File: src/rtl/ps2_pkg.sv
// Shared PS/2 decoder types: receive FSM states, prefix codes, FIFO entry layout.
// No logic; imported by the decoder top.
package ps2_pkg;

  typedef enum logic [1:0] {
    IDLE,
    DATA,
    PARITY,
    STOP
  } ps2_state_t;

  localparam logic [7:0] PS2_EXT_CODE = 8'hE0;
  localparam logic [7:0] PS2_BRK_CODE = 8'hF0;
  localparam int         ENTRY_W      = 10;

  typedef struct packed {
    logic       ext;
    logic       rel;
    logic [7:0] code;
  } entry_t;

endpackage

File: src/rtl/sync_fifo.sv
// Generic first-word fall-through FIFO, DEPTH a power of two.
// Latency: a push is visible at pop_dat the next cycle; push while full is ignored unless a pop happens in the same cycle.
module sync_fifo #(
  parameter int WIDTH = 8,
  parameter int DEPTH = 4
) (
  input  logic             clk,
  input  logic             rst_n,
  input  logic             push,
  input  logic [WIDTH-1:0] push_dat,
  input  logic             pop,
  output logic [WIDTH-1:0] pop_dat,
  output logic             full,
  output logic             empty
);

  localparam int AW = $clog2(DEPTH);

  logic [WIDTH-1:0] mem [DEPTH];
  logic [AW-1:0]    wr_ptr;
  logic [AW-1:0]    rd_ptr;
  logic [AW:0]      count;
  logic             do_push;
  logic             do_pop;

  assign full    = (count == (AW+1)'(DEPTH));
  assign empty   = (count == '0);
  assign do_pop  = pop && !empty;
  // A pop frees the slot in the same cycle, so a full FIFO can accept a simultaneous push.
  assign do_push = push && (!full || do_pop);
  assign pop_dat = mem[rd_ptr];

  always_ff @(posedge clk) begin
    if (do_push) mem[wr_ptr] <= push_dat;
  end

  always_ff @(posedge clk or negedge rst_n) begin
    if (!rst_n) begin
      wr_ptr <= '0;
      rd_ptr <= '0;
      count  <= '0;
    end else begin
      if (do_push) wr_ptr <= wr_ptr + 1'b1;
      if (do_pop)  rd_ptr <= rd_ptr + 1'b1;
      case ({do_push, do_pop})
        2'b10:   count <= count + 1'b1;
        2'b01:   count <= count - 1'b1;
        default: count <= count;
      endcase
    end
  end

endmodule

File: src/rtl/ps2_scan_decoder.sv
// PS/2 keyboard receiver: decodes 11-bit frames, folds E0/F0 prefixes into flags, buffers codes.
// Latency: entry and error pulses appear the cycle after the synchronised stop-bit edge; ready low fills the FIFO, then codes drop with overflow.
module ps2_scan_decoder
  import ps2_pkg::*;
#(
  parameter int FIFO_DEPTH     = 4,
  parameter int SYNC_STAGES    = 2,
  parameter int TIMEOUT_CYCLES = 50000
) (
  input  logic       clk,
  input  logic       rst_n,
  input  logic       ps2_clk,
  input  logic       ps2_data,
  output logic [7:0] key,
  output logic       extended,
  output logic       released,
  output logic       valid,
  input  logic       ready,
  output logic       parity_err,
  output logic       frame_err,
  output logic       overflow
);

  localparam int                CNT_W    = $clog2(TIMEOUT_CYCLES + 1);
  localparam logic [CNT_W-1:0]  CNT_LAST = CNT_W'(TIMEOUT_CYCLES - 1);

  logic [SYNC_STAGES-1:0] clk_sync;
  logic [SYNC_STAGES-1:0] dat_sync;
  logic                   clk_prev;
  logic                   ps2_clk_s;
  logic                   ps2_dat_s;
  logic                   fall;

  ps2_state_t state_q, state_d;
  logic [2:0]       bit_cnt;
  logic [7:0]       shift_q;
  logic             par_q;
  logic [CNT_W-1:0] idle_cnt;
  logic             ext_q;
  logic             rel_q;

  logic   frame_done;
  logic   timeout;
  logic   parity_ok;
  logic   good;
  logic   push;
  logic   pop;
  logic   fifo_full;
  logic   fifo_empty;
  entry_t push_entry;
  entry_t head;
  logic [ENTRY_W-1:0] head_dat;

  always_ff @(posedge clk or negedge rst_n) begin
    if (!rst_n) begin
      clk_sync <= '1;
      dat_sync <= '1;
      clk_prev <= 1'b1;
    end else begin
      clk_sync <= {clk_sync[SYNC_STAGES-2:0], ps2_clk};
      dat_sync <= {dat_sync[SYNC_STAGES-2:0], ps2_data};
      clk_prev <= ps2_clk_s;
    end
  end

  assign ps2_clk_s = clk_sync[SYNC_STAGES-1];
  assign ps2_dat_s = dat_sync[SYNC_STAGES-1];
  assign fall      = clk_prev && !ps2_clk_s;

  always_ff @(posedge clk or negedge rst_n) begin
    if (!rst_n) state_q <= IDLE;
    else        state_q <= state_d;
  end

  always_comb begin
    state_d    = state_q;
    frame_done = 1'b0;
    timeout    = 1'b0;
    if (state_q != IDLE && !fall && idle_cnt == CNT_LAST) begin
      timeout = 1'b1;
      state_d = IDLE;
    end else if (fall) begin
      case (state_q)
        IDLE:   if (!ps2_dat_s) state_d = DATA;
        DATA:   if (bit_cnt == 3'd7) state_d = PARITY;
        PARITY: state_d = STOP;
        STOP: begin
          state_d    = IDLE;
          frame_done = 1'b1;
        end
        default: state_d = IDLE;
      endcase
    end
  end

  // Stop-bit value is the synchronised data seen on the closing edge.
  assign parity_ok = ^{shift_q, par_q};
  assign good      = frame_done && parity_ok && ps2_dat_s;
  assign push      = good && (shift_q != PS2_EXT_CODE) && (shift_q != PS2_BRK_CODE);
  assign pop       = valid && ready;

  always_ff @(posedge clk or negedge rst_n) begin
    if (!rst_n) begin
      bit_cnt  <= '0;
      shift_q  <= '0;
      par_q    <= 1'b0;
      idle_cnt <= '0;
    end else begin
      if (fall) begin
        case (state_q)
          IDLE:   bit_cnt <= '0;
          DATA: begin
            shift_q <= {ps2_dat_s, shift_q[7:1]};
            bit_cnt <= bit_cnt + 3'd1;
          end
          PARITY: par_q <= ps2_dat_s;
          default: ;
        endcase
      end
      if (fall || state_q == IDLE) idle_cnt <= '0;
      else                         idle_cnt <= idle_cnt + 1'b1;
    end
  end

  always_ff @(posedge clk or negedge rst_n) begin
    if (!rst_n) begin
      ext_q <= 1'b0;
      rel_q <= 1'b0;
    end else if (timeout || (frame_done && !good)) begin
      ext_q <= 1'b0;
      rel_q <= 1'b0;
    end else if (good) begin
      if (shift_q == PS2_EXT_CODE) begin
        ext_q <= 1'b1;
      end else if (shift_q == PS2_BRK_CODE) begin
        rel_q <= 1'b1;
      end else begin
        ext_q <= 1'b0;
        rel_q <= 1'b0;
      end
    end
  end

  // A parity failure masks a simultaneous stop-bit failure.
  always_ff @(posedge clk or negedge rst_n) begin
    if (!rst_n) begin
      parity_err <= 1'b0;
      frame_err  <= 1'b0;
      overflow   <= 1'b0;
    end else begin
      parity_err <= frame_done && !parity_ok;
      frame_err  <= timeout || (frame_done && parity_ok && !ps2_dat_s);
      overflow   <= push && fifo_full && !pop;
    end
  end

  assign push_entry = '{ext: ext_q, rel: rel_q, code: shift_q};

  sync_fifo #(
    .WIDTH (ENTRY_W),
    .DEPTH (FIFO_DEPTH)
  ) u_fifo (
    .clk      (clk),
    .rst_n    (rst_n),
    .push     (push),
    .push_dat (push_entry),
    .pop      (pop),
    .pop_dat  (head_dat),
    .full     (fifo_full),
    .empty    (fifo_empty)
  );

  assign head     = entry_t'(head_dat);
  assign valid    = !fifo_empty;
  assign key      = valid ? head.code : 8'h00;
  assign extended = valid && head.ext;
  assign released = valid && head.rel;

endmodule
File: config.mk
export PLATFORM = sky130hd
export DESIGN_NAME = ps2_scan_decoder
export DESIGN_NICKNAME = d
export VERILOG_FILES = /design/src/rtl/ps2_pkg.sv /design/src/rtl/sync_fifo.sv /design/src/rtl/ps2_scan_decoder.sv
export SDC_FILE = /design/constraint.sdc
export NUM_CORES = 1
export LEC_CHECK = 0
export ABC_CLOCK_PERIOD_IN_PS = 2800
export CAP_MARGIN = 10
export CORE_ASPECT_RATIO = 0.9
export CORE_MARGIN = 4
export CORE_UTILIZATION = 54
export CTS_CLUSTER_DIAMETER = 30
export DETAILED_ROUTE_END_ITERATION = 16
export PLACE_DENSITY = 0.76
export RECOVER_POWER = 50
export SYNTH_ARGS = -nofsm -noshare
export SYNTH_HDL_FRONTEND = slang
export SYNTH_HIERARCHICAL = 1
export SYNTH_SLANG_ARGS = --single-unit
File: constraint.sdc
create_clock -name clk -period 2.8 [get_ports clk]
set_input_delay 0.28 -clock clk [delete_from_list [all_inputs] [get_ports clk]]
set_output_delay 0.28 -clock clk [all_outputs]
set_load 0.01 [all_outputs]
Word level (Yosys, flattened, before mapping):

Memories as Yosys holds them, arrays and structs flattened.
Cells that the tools add are included.

* memories: 1
* output and inout port bits: 14
* bits in writable memories: 40
* register bits after elaboration: 47
* word-level logic and storage cells: 105

* eq/ne operators: 16
* muxes and demuxes: 23
* add/sub/neg operators: 6
* reductions and logical operators: 43

Memory list
* u_fifo.mem: words 4, width 10, read ports 1, clocked after Yosys merged registers in 0, wr ports 1, RTL line sync_fifo.sv:19 `logic [WIDTH-1:0] mem [DEPTH];`

Operators by type and width (count)
* $logic_and 1x1->1: 17
* $add 16x1->16 const B: 1
* $eq 16x16->1 const B: 1
* $eq 8x8->1 const B: 2
* $mux 16: 1
* $ne 8x8->1 const B: 2
* $mux 1: 14
* $pmux 3 s2: 2
* $reduce_and 2->1: 5
* $reduce_bool 2->1: 5
* $ne 3x3->1 const B: 3
* $reduce_xor 9->1: 1
* $logic_not 1->1: 8
* $mux 2: 4
* $mux 8: 1
* $pmux 2 s4: 1
* $add 3x1->3 const B: 2
* $eq 2x2->1 const B: 3
* $eq 3x3->1 const B: 2
* $add 2x1->2 const B: 2
* $eq 2x1->1 const B: 2
* $logic_or 1x1->1: 4
* $logic_not 3->1: 1
* $reduce_and 3->1: 1
* 3 further kinds: 3

Depth between registers and ports, before layout:

Gate-level depths: netlist (run 1).

* word-level depth: 13
* mapped depth: 12

By module:

The synthesis (run 1) kept the hierarchy.

Modules (own cells, without submodules)
* sync_fifo: instances 1, area each 1963.1 µm², cells each 106
* ps2_scan_decoder: instances 1, area each 1920.6 µm², cells each 176

Worst setup path before layout (run 1):

OpenSTA, ideal clock, no wires.

* kind: reg2reg
* start point: register shift_q[2]
* end point: register u_fifo.count[1]
* cell stages (with the launch flop): 13
* data required time: 2713 ps
* buffers on the path: 1
* slack: 77 ps
* arrival: 2636 ps
* cell sequence: dfrtp_1 -> xnor2_1 -> xnor3_1 -> xnor2_2 -> nand3_2 -> nor2_1 -> buf_2 -> nor2b_1 -> nand2_1 -> fa_1 -> o21ba_2 -> o211ai_1 -> a22oi_1

* cells in the longest elaborated chain, start to end: 8
* elaborated cells on any way between the ends: 12
* classes of those cells: eq/ne: 4; mux: 1; reduce/logical: 7

RTL lines
* start: declaration: RTL line ps2_scan_decoder.sv:36 `logic [7:0] shift_q;`
* start signal: assignment: RTL line ps2_scan_decoder.sv:113 `shift_q <= {ps2_dat_s, shift_q[7:1]};`
* $reduce_xor 9->1: RTL line ps2_scan_decoder.sv:97 `assign parity_ok = ^{shift_q, par_q};`
* $logic_and 1x1->1 (2 in series): RTL line ps2_scan_decoder.sv:98 `assign good = frame_done && parity_ok && ps2_dat_s;`
* $logic_and 1x1->1: RTL line ps2_scan_decoder.sv:99 `assign push = good && (shift_q != PS2_EXT_CODE) && (shift_q != PS2_BRK_CODE);`
* $logic_and 1x1->1 *: RTL line ps2_scan_decoder.sv:99
* via push: RTL line ps2_scan_decoder.sv:46 `logic push;`
* $logic_and 1x1->1 *: RTL line sync_fifo.sv:30 `assign do_push = push && (!full || do_pop);`
* $eq 2x1->1 or $eq 2x2->1 (tied branches): RTL line sync_fifo.sv:45 `case ({do_push, do_pop})`
* $pmux 3 s2 or $reduce_bool 2->1 (tied branches)
* end signal: assignment: RTL line sync_fifo.sv:46 `2'b10: count <= count + 1'b1;`
* end signal: assignment: RTL line sync_fifo.sv:47 `2'b01: count <= count - 1'b1;`
* end signal: assignment: RTL line sync_fifo.sv:48 `default: count <= count;`
* end: declaration: RTL line sync_fifo.sv:22 `logic [AW:0] count;`

Mark *: on every way through the listed nets, which the timed path passes. The rest lies on a longest branch.
A chain may end at the register's enable or synchronous reset.

Worst setup path in the final report (run 1):

Same ends and word-level chain as after synthesis.

==> results of run 1 <==
## cell usage after synthesis (4+ instances only)
cell type / n
mux2_2: 9
inv_1: 15
nand3_1: 9
clkbuf_1: 4
and3_1: 4
o21ai_0: 10
ha_1: 11
and2_2: 4
nor2b_1: 14
edfxtp_1: 40
xor2_1: 12
dfrtp_1: 42
dfstp_2: 5
nand2_1: 15
mux4_2: 10
xnor2_1: 11
nor2_1: 27
## registers in the layout, indices dropped and copies added, names as in the netlist
signal / cells
par_q: 1
overflow: 1
shift_q: 8
u_fifo/wr_ptr: 2
dat_sync: 2
clk_sync: 2
parity_err: 1
u_fifo/rd_ptr: 2
bit_cnt: 3
u_fifo/count: 3
frame_err: 1
state_q: 2
u_fifo/mem: 40
rel_q: 1
ext_q: 1
idle_cnt: 16
clk_prev: 1
## per-layer routing
| layer | track usage | share of wire |
|---|---|---|
| met4 | 0.0528 | 0.0090 |
| met5 | 0 | 0 |
| met3 | 0.0315 | 0.028 |
| met2 | 0.267 | 0.47 |
| met1 | 0.216 | 0.49 |
## through the flow
stage | setup WS [ps] | TNS [ps] | utilization
global placement | 183 | 0 | 0.598
floorplan | 77.1 | 0 | -
CTS | 34.2 | 0 | 0.627
finish | 103 | 0 | 0.628
detailed placement | 72.6 | 0 | 0.598
global route | -3.32 | -3.32 | 0.628
## worst max-delay path, stage by stage, from the launching register on
cell and delay, ps:
dfrtp_1 390, xnor2_1 160, xnor3_1 450, xnor2_2 200, nand3_2 170, nor2_4 150
nor2b_2 60, nand2_1 90, fa_1 440, o21ba_2 250, o211ai_1 80, a22oi_1 190
## report_power, final
part / internal (mW) / switching, mW / leakage, nW
Clock: 0.431 / 0.471 / 0.103
Combinational: 0.854 / 0.722 / 0.698
Sequential: 1.59 / 0.208 / 0.979
Total: 2.87 / 1.40 / 1.78
## worst paths after layout
kind                                  start         endpoint  depth (start not counted)
worst max-delay path             shift_q[2]  u_fifo/count[1]                         11
worst min register to register  clk_sync[0]      clk_sync[1]                          0
min in group asynchronous             rst_n     idle_cnt[10]                          1
max in group asynchronous             rst_n       shift_q[1]                          1
worst max register to register   shift_q[2]  u_fifo/count[1]                         11
worst min-delay path            clk_sync[0]      clk_sync[1]                          0
## cell families after synthesis
| group | after synthesis | share of synthesized area |
|---|---|---|
| and+or+nand+nor | 91 | 0.124 |
| DFF | 87 | 0.614 |
| xor gates and xnor gates | 26 | 0.0660 |
| AOI/OAI and AO/OA | 23 | 0.0425 |
| buffers and inverters | 23 | 0.0251 |
| muxes | 20 | 0.0880 |
| adders and majority gates | 12 | 0.0406 |
## cell type report
class                   instances  area, sq um  share of cell area
clock buffers                   9          124              0.0280
clock inverters                 7         83.8              0.0190
inverters                      15         56.3              0.0127
multi-input cells             172         1410               0.320
flip-flops and latches         87         2380               0.540
well taps                      93          116              0.0263
repair buffers                 28          241              0.0547
==> key figures, run 1 <==
Status
  • Outcome: finished with violations
  • Violated checks: capacitance limit, slew limit

Global route
  • First-pass GRT wire length: between 10 and 15 mm
  • Largest net degree at the start of global routing: 48
  • Initial antenna violation count: 0
  • Number of global-route vias before repair: roughly 2300
  • GRT Total Usage: 0.160
  • Gr ovfl total: 0

Critical path
  • Crit path launch type: flip-flop
  • Critical Path Sink Type: flip-flop
  • Reg2reg setup slack: between 100 and 150 ps
  • CP Class: flip-flop to flip-flop
  • Critical path arrival: just under 3000 ps
  • Worst EP required: 3070 ps
  • Crit path max fanout: 3

Clock network
  • Cts-stage hold buffer count: 0
  • Root Driver: clkbuf_8
  • Max H-tree Level: 3
  • Clock Latency Late Sink: around 350 ps
  • Post-CTS Setup Inserts: 0
  • Max clock buf depth: 2
  • CTS Buf Count: 9
  • CTS tree: done
  • Sink Count: 87
  • CTS clk-pin slew, worst paths: approximately 90 ps
  • Post-CTS sizing: 0

STA
  • Max_slew headroom: -0.606
  • Count of final setup violators: 0
  • Hold_ws: 362 ps
  • Minimum clock period: approximately 2700 ps
  • F_max: 371 MHz
  • RSZ-0062 raised after global routing: yes
  • Clock skew: approximately 11 ps
  • Final worst path period share: 0.963
  • Hold Vio Cnt, Final: 0
  • Slew Viols, Final: 48
  • Worst slew pin tran: 2410 ps

Place
  • Port Buf Inserts: 18
  • Placed cell count: 395
  • HPWL after DPL: 4.13 mm
  • RD Place Congestion: between 0.7 and 0.8
  • Placed Area: around 0.0042 sq mm

Logic synthesis
  • Largest cells by area after synthesis: edfxtp_1, dfrtp_1, mux4_2
  • Post-synthesis register bit count: 87
  • Post-synth EDFFs: 40
  • Asr flop ratio synth: 0.540
  • Ys flop type: dfrtp_1
  • Synth Cell Area: 0.00388 sq mm
  • Syn Area/Cell: 13.8 sq um
  • Syn nets: approximately 300
  • YS warnings: 6
  • Area leader, netlist: edfxtp_1
  • Top cell type's share of synthesized area: 0.309
  • Library cells used by synthesis: 46
  • Cells after Synth: roughly 280
  • Register area share after synthesis: 0.614

Routing
  • Vias per cell: approximately 5.3
  • DRT Wirelength: slightly above 6 mm
  • Iter 0 DRT Violations: roughly 110
  • Detailed-route via count: around 2200
  • Drt drc: 0
  • DR pass1 iterations: 4
  • Final ANT Viol Nets: 0
  • Drt wl/cell: between 15 and 20 um

Floorplanning
  • Die area: 0.00862 sq mm
  • Chip height: 88.5 um
  • Top-Level Pins: 19
  • Die width: just under 100 um
  • Core area: ~0.0070 sq mm
  • Initial Util: 0.552
  • Site Rows: 29

Finish
  • Non-filler cells, final: between 400 and 500
  • Commonest non-fill, non-tap cell in the layout: dfrtp_1
  • Layout Nets: 330
  • Layout area overhead: 13.8%
  • Share of layout cells above drive strength 1: 0.198
  • Filler Cells Inserted: between 500 and 600
  • Most frequent cells in the layout: dfrtp_1, edfxtp_1, nor2_1
  • Post-route cell area: ~0.0044 sq mm
  • Diode count: 0

Power and ir drop
  • P_leak: roughly 1.8 nW
  • Max VDD drop: 0.000459 V
  • PD cells: 967 mW/mm^2
  • Design Power: approximately 4.3 mW

Run
  • Max Cap Viol: 1

Min path
  • Worst Hold Class: flip-flop to flip-flop
(Power assumes the default switching activity.)
==> inputs of run 2 (changes only) <==
- ABC_CLOCK_PERIOD_IN_PS: 2800 -> 2900
- CORE_UTILIZATION: 54 -> 59
- PLACE_DENSITY: 0.76 -> 0.78
- clock period: 2.8 -> 2.9 ns (I/O delays scaled with it)
==> run 2 against run 1 <==
The flow still finishes with violations (capacitance limit, slew limit). Critical path depth stayed put. Via count is the same. Hold slack is essentially flat. Maximum frequency is 1.8% lower. First-iteration DRC count down 34%. Global-route usage rose by 2.0 points. Cell count shrank 1.5%. Routed wire length is 0.37% lower. Clock-buffer cell count did not move. Sequential share of layout area grew 0.31 points. Final area down 0.57%. Clock power shrank 5.1%. Largest cell class unchanged. Largest power group unchanged. Highest routed layer unchanged.
==> key figures, run 2 (synthesis gave the netlist of run 1 again) <==
Clock network
  • Sink Count: 87 (unchanged)
  • CTS tree: done
  • Max H-tree Level: 3 (unchanged)
  • CTS clk-pin slew, worst paths: 90 ps (about the same)
  • CTS Buf Count: 9 (unchanged)
  • Max clock buf depth: 2 (unchanged)
  • Clock Latency Late Sink: 360 ps (about the same)
  • Root Driver: clkbuf_8

Finish
  • Biggest register: u_fifo/mem
  • Non-filler cells, final: 405 (-1.5%)
  • Share of layout cells above drive strength 1: 0.186 (-0.0126)
  • Most frequent cells in the layout: dfrtp_1, edfxtp_1, nor2_1
  • Layout Nets: 330 (unchanged)
  • Commonest non-fill, non-tap cell in the layout: dfrtp_1
  • Max reg flops: 40 (unchanged)
  • Top flop regs: u_fifo/mem (40), idle_cnt (16), shift_q (8)
  • Post-route cell area: 0.00439 sq mm (-0.57%)
  • Layout area overhead: 13.1%
  • Diode count: 0 (unchanged)
  • Final core occ: 0.703 (+0.0753)

Routing
  • Met3 Wirelength: 203 um (+18%)
  • Iter 0 DRT Violations: 70 (-34%)
  • Drt wl/cell: 15.3 um (+1.1%)
  • Drt drc: 0 (unchanged)
  • Final ANT Viol Nets: 0 (unchanged)
  • Detailed-route via count: 2161 (unchanged)
  • DRT Wirelength: 6.20 mm (-0.37%)
  • Vias per cell: 5.34 (+1.5%)
  • Routed met2 length: 2.92 mm (about the same)
  • Routed met1 length: 2.98 mm (-3.0%)
  • DR pass1 iterations: 6 (+2)
  • Highest metal used: met4

Critical path
  • Reg2reg setup slack: 150 ps (+50 ps)
  • Worst reg2reg path depth: 11 (unchanged)
  • Crit path launch type: flip-flop
  • Crit path max fanout: 3 (unchanged)
  • Critical path arrival: 3020 ps (+50 ps)
  • CP Buf/Inv Count: 0 (unchanged)
  • Critical Path Sink Type: flip-flop
  • Crit path capture: u_fifo/count[1]
  • Crit-path max cell delay: 470 ps (+20 ps)
  • CP startpoint: shift_q[2]
  • WP depth: 11 (unchanged)
  • Capture point of the worst reg-to-reg path: u_fifo/count[1]
  • Slowest cell on the critical path: xnor3_1
  • Worst EP required: 3180 ps (+110 ps)
  • Launch point of the worst reg-to-reg path: shift_q[2]
  • Worst path cell trace: xnor2_1, xnor3_1, xnor2_2, nand3_2, nor2_2, nor2b_1, nand2_1, fa_1, o21ba_2, o211ai_1, a22oi_1
  • CP Class: flip-flop to flip-flop
  • Top Family by Delay on Critical Path: XOR/XNOR gates

Place
  • HPWL after DPL: 4.17 mm (+1.0%)
  • RD Place Congestion: 0.786 (+1.2%)
  • Port Buf Inserts: 18 (unchanged)
  • Placed cell count: 388 (-1.8%)
  • Placed Area: 0.00419 sq mm (-0.36%)
  • Dpl ws: 146 ps (+73.2 ps)

STA
  • Setup ws final: 155 ps (+51.9 ps)
  • Worst slew pin tran: 2400 ps (-4.12 ps)
  • Slew Viols, Final: 48 (unchanged)
  • Hold_ws: 362 ps (-0.471 ps)
  • Clock skew: 6.03 ps (-4.51 ps)
  • F_max: 364 MHz (-1.8%)
  • RSZ-0062 raised after global routing: no
  • Fin Setup TNS: 0 ps (unchanged)
  • Final worst path period share: 0.947 (-0.0166)
  • Count of final setup violators: 0 (unchanged)
  • Hold Vio Cnt, Final: 0 (unchanged)
  • Max_slew headroom: -0.603 (+0.00275)
  • Minimum clock period: 2750 ps (+48.1 ps)

Status
  • Violated checks: capacitance limit, slew limit
  • Outcome: finished with violations

Floorplanning
  • Chip height: 85.0 um (-3.9%)
  • Core area: 0.00625 sq mm (-11%)
  • Die area: 0.00795 sq mm (-7.8%)
  • Die width: 93.5 um (-4.0%)
  • Initial Util: 0.621 (+0.0697)
  • Top-Level Pins: 19 (unchanged)
  • Site Rows: 27 (-6.9%)

Min path
  • Worst Hold Class: flip-flop to flip-flop

Power and ir drop
  • PD cells: 952 mW/mm^2 (-1.6%)
  • P_leak: 1.77 nW (-0.37%)
  • Design Power: 4.18 mW (-2.1%)
  • Max VDD drop: 0.000487 V (+6.3%)

Global route
  • Initial antenna violation count: 0 (unchanged)
  • Largest net degree at the start of global routing: 48 (unchanged)
  • Number of global-route vias before repair: 2168 (-4.0%)
  • Gr ovfl total: 0 (unchanged)
  • GRT Total Usage: 0.181 (+0.0203)
  • First-pass GRT wire length: 10.8 mm (-0.19%)

Run
  • Max Cap Viol: 1 (unchanged)
==> run 2: cell types whose count changed in the layout (fill, tap and decap cells not counted), sizes merged <==
cell | previous run | this run
clkinv | 0 | 2
buf | 8 | 7
clkbuf | 12 | 13
clkinvlp | 1 | 0
inv | 20 | 19
==> run 2: routing by layer <==
metal | vias to the layer above | GRT usage
li1 | 1058 | -
met1 | 1066 | 0.248
met2 | 28 | 0.274
met3 | 9 | 0.0514
met4 | 0 | 0.0719
met5 | - | 0
==> run 2: area by class of cell <==
class | count | area (sq um)
clock buffer | 9 | 124
clock inverter | 7 | 77.6
timing repair buffer | 28 | 238
tap | 87 | 109
multi-input combinational | 172 | 1410
sequential | 87 | 2380
inverter | 15 | 56.3
fill | 425 | 1860
==> run 2: power by group <==
part | switching [mW] | internal [mW]
Clock | 0.448 | 0.409
Sequential | 0.206 | 1.53
Combinational | 0.714 | 0.875
==> run 2: worst register-to-register path, delay by kind of cell, from the launching register on <==
kind,cells,cell delay [ps]
xor+xnor,3,820
compound gates,3,530
simple gates,4,480
flops,1,390
fa+ha+maj,1,460
==> run 2: timing repair <==
item | 4_1_cts | 5_1_grt
setup buffers | 0 | 1
hold buffers | 0 | 0
setup endpoints to repair | 0 | 2
gates resized for setup | 0 | 1
==> run 2: how the worst min path moves through the flow <==
stage	endpoint	depth (start not counted)	slack [ps]	start
3_5_place_dp	clk_sync[1]	0	350	clk_sync[0]
5_1_grt	clk_sync[1]	0	370	clk_sync[0]
4_1_cts	u_fifo/rd_ptr[1]	1	120	rst_n
2_1_floorplan	bit_cnt[0]	0	-6	rst_n
6_report	dat_sync[1]	0	360	dat_sync[0]
3_3_place_gp	dat_sync[1]	0	350	dat_sync[0]
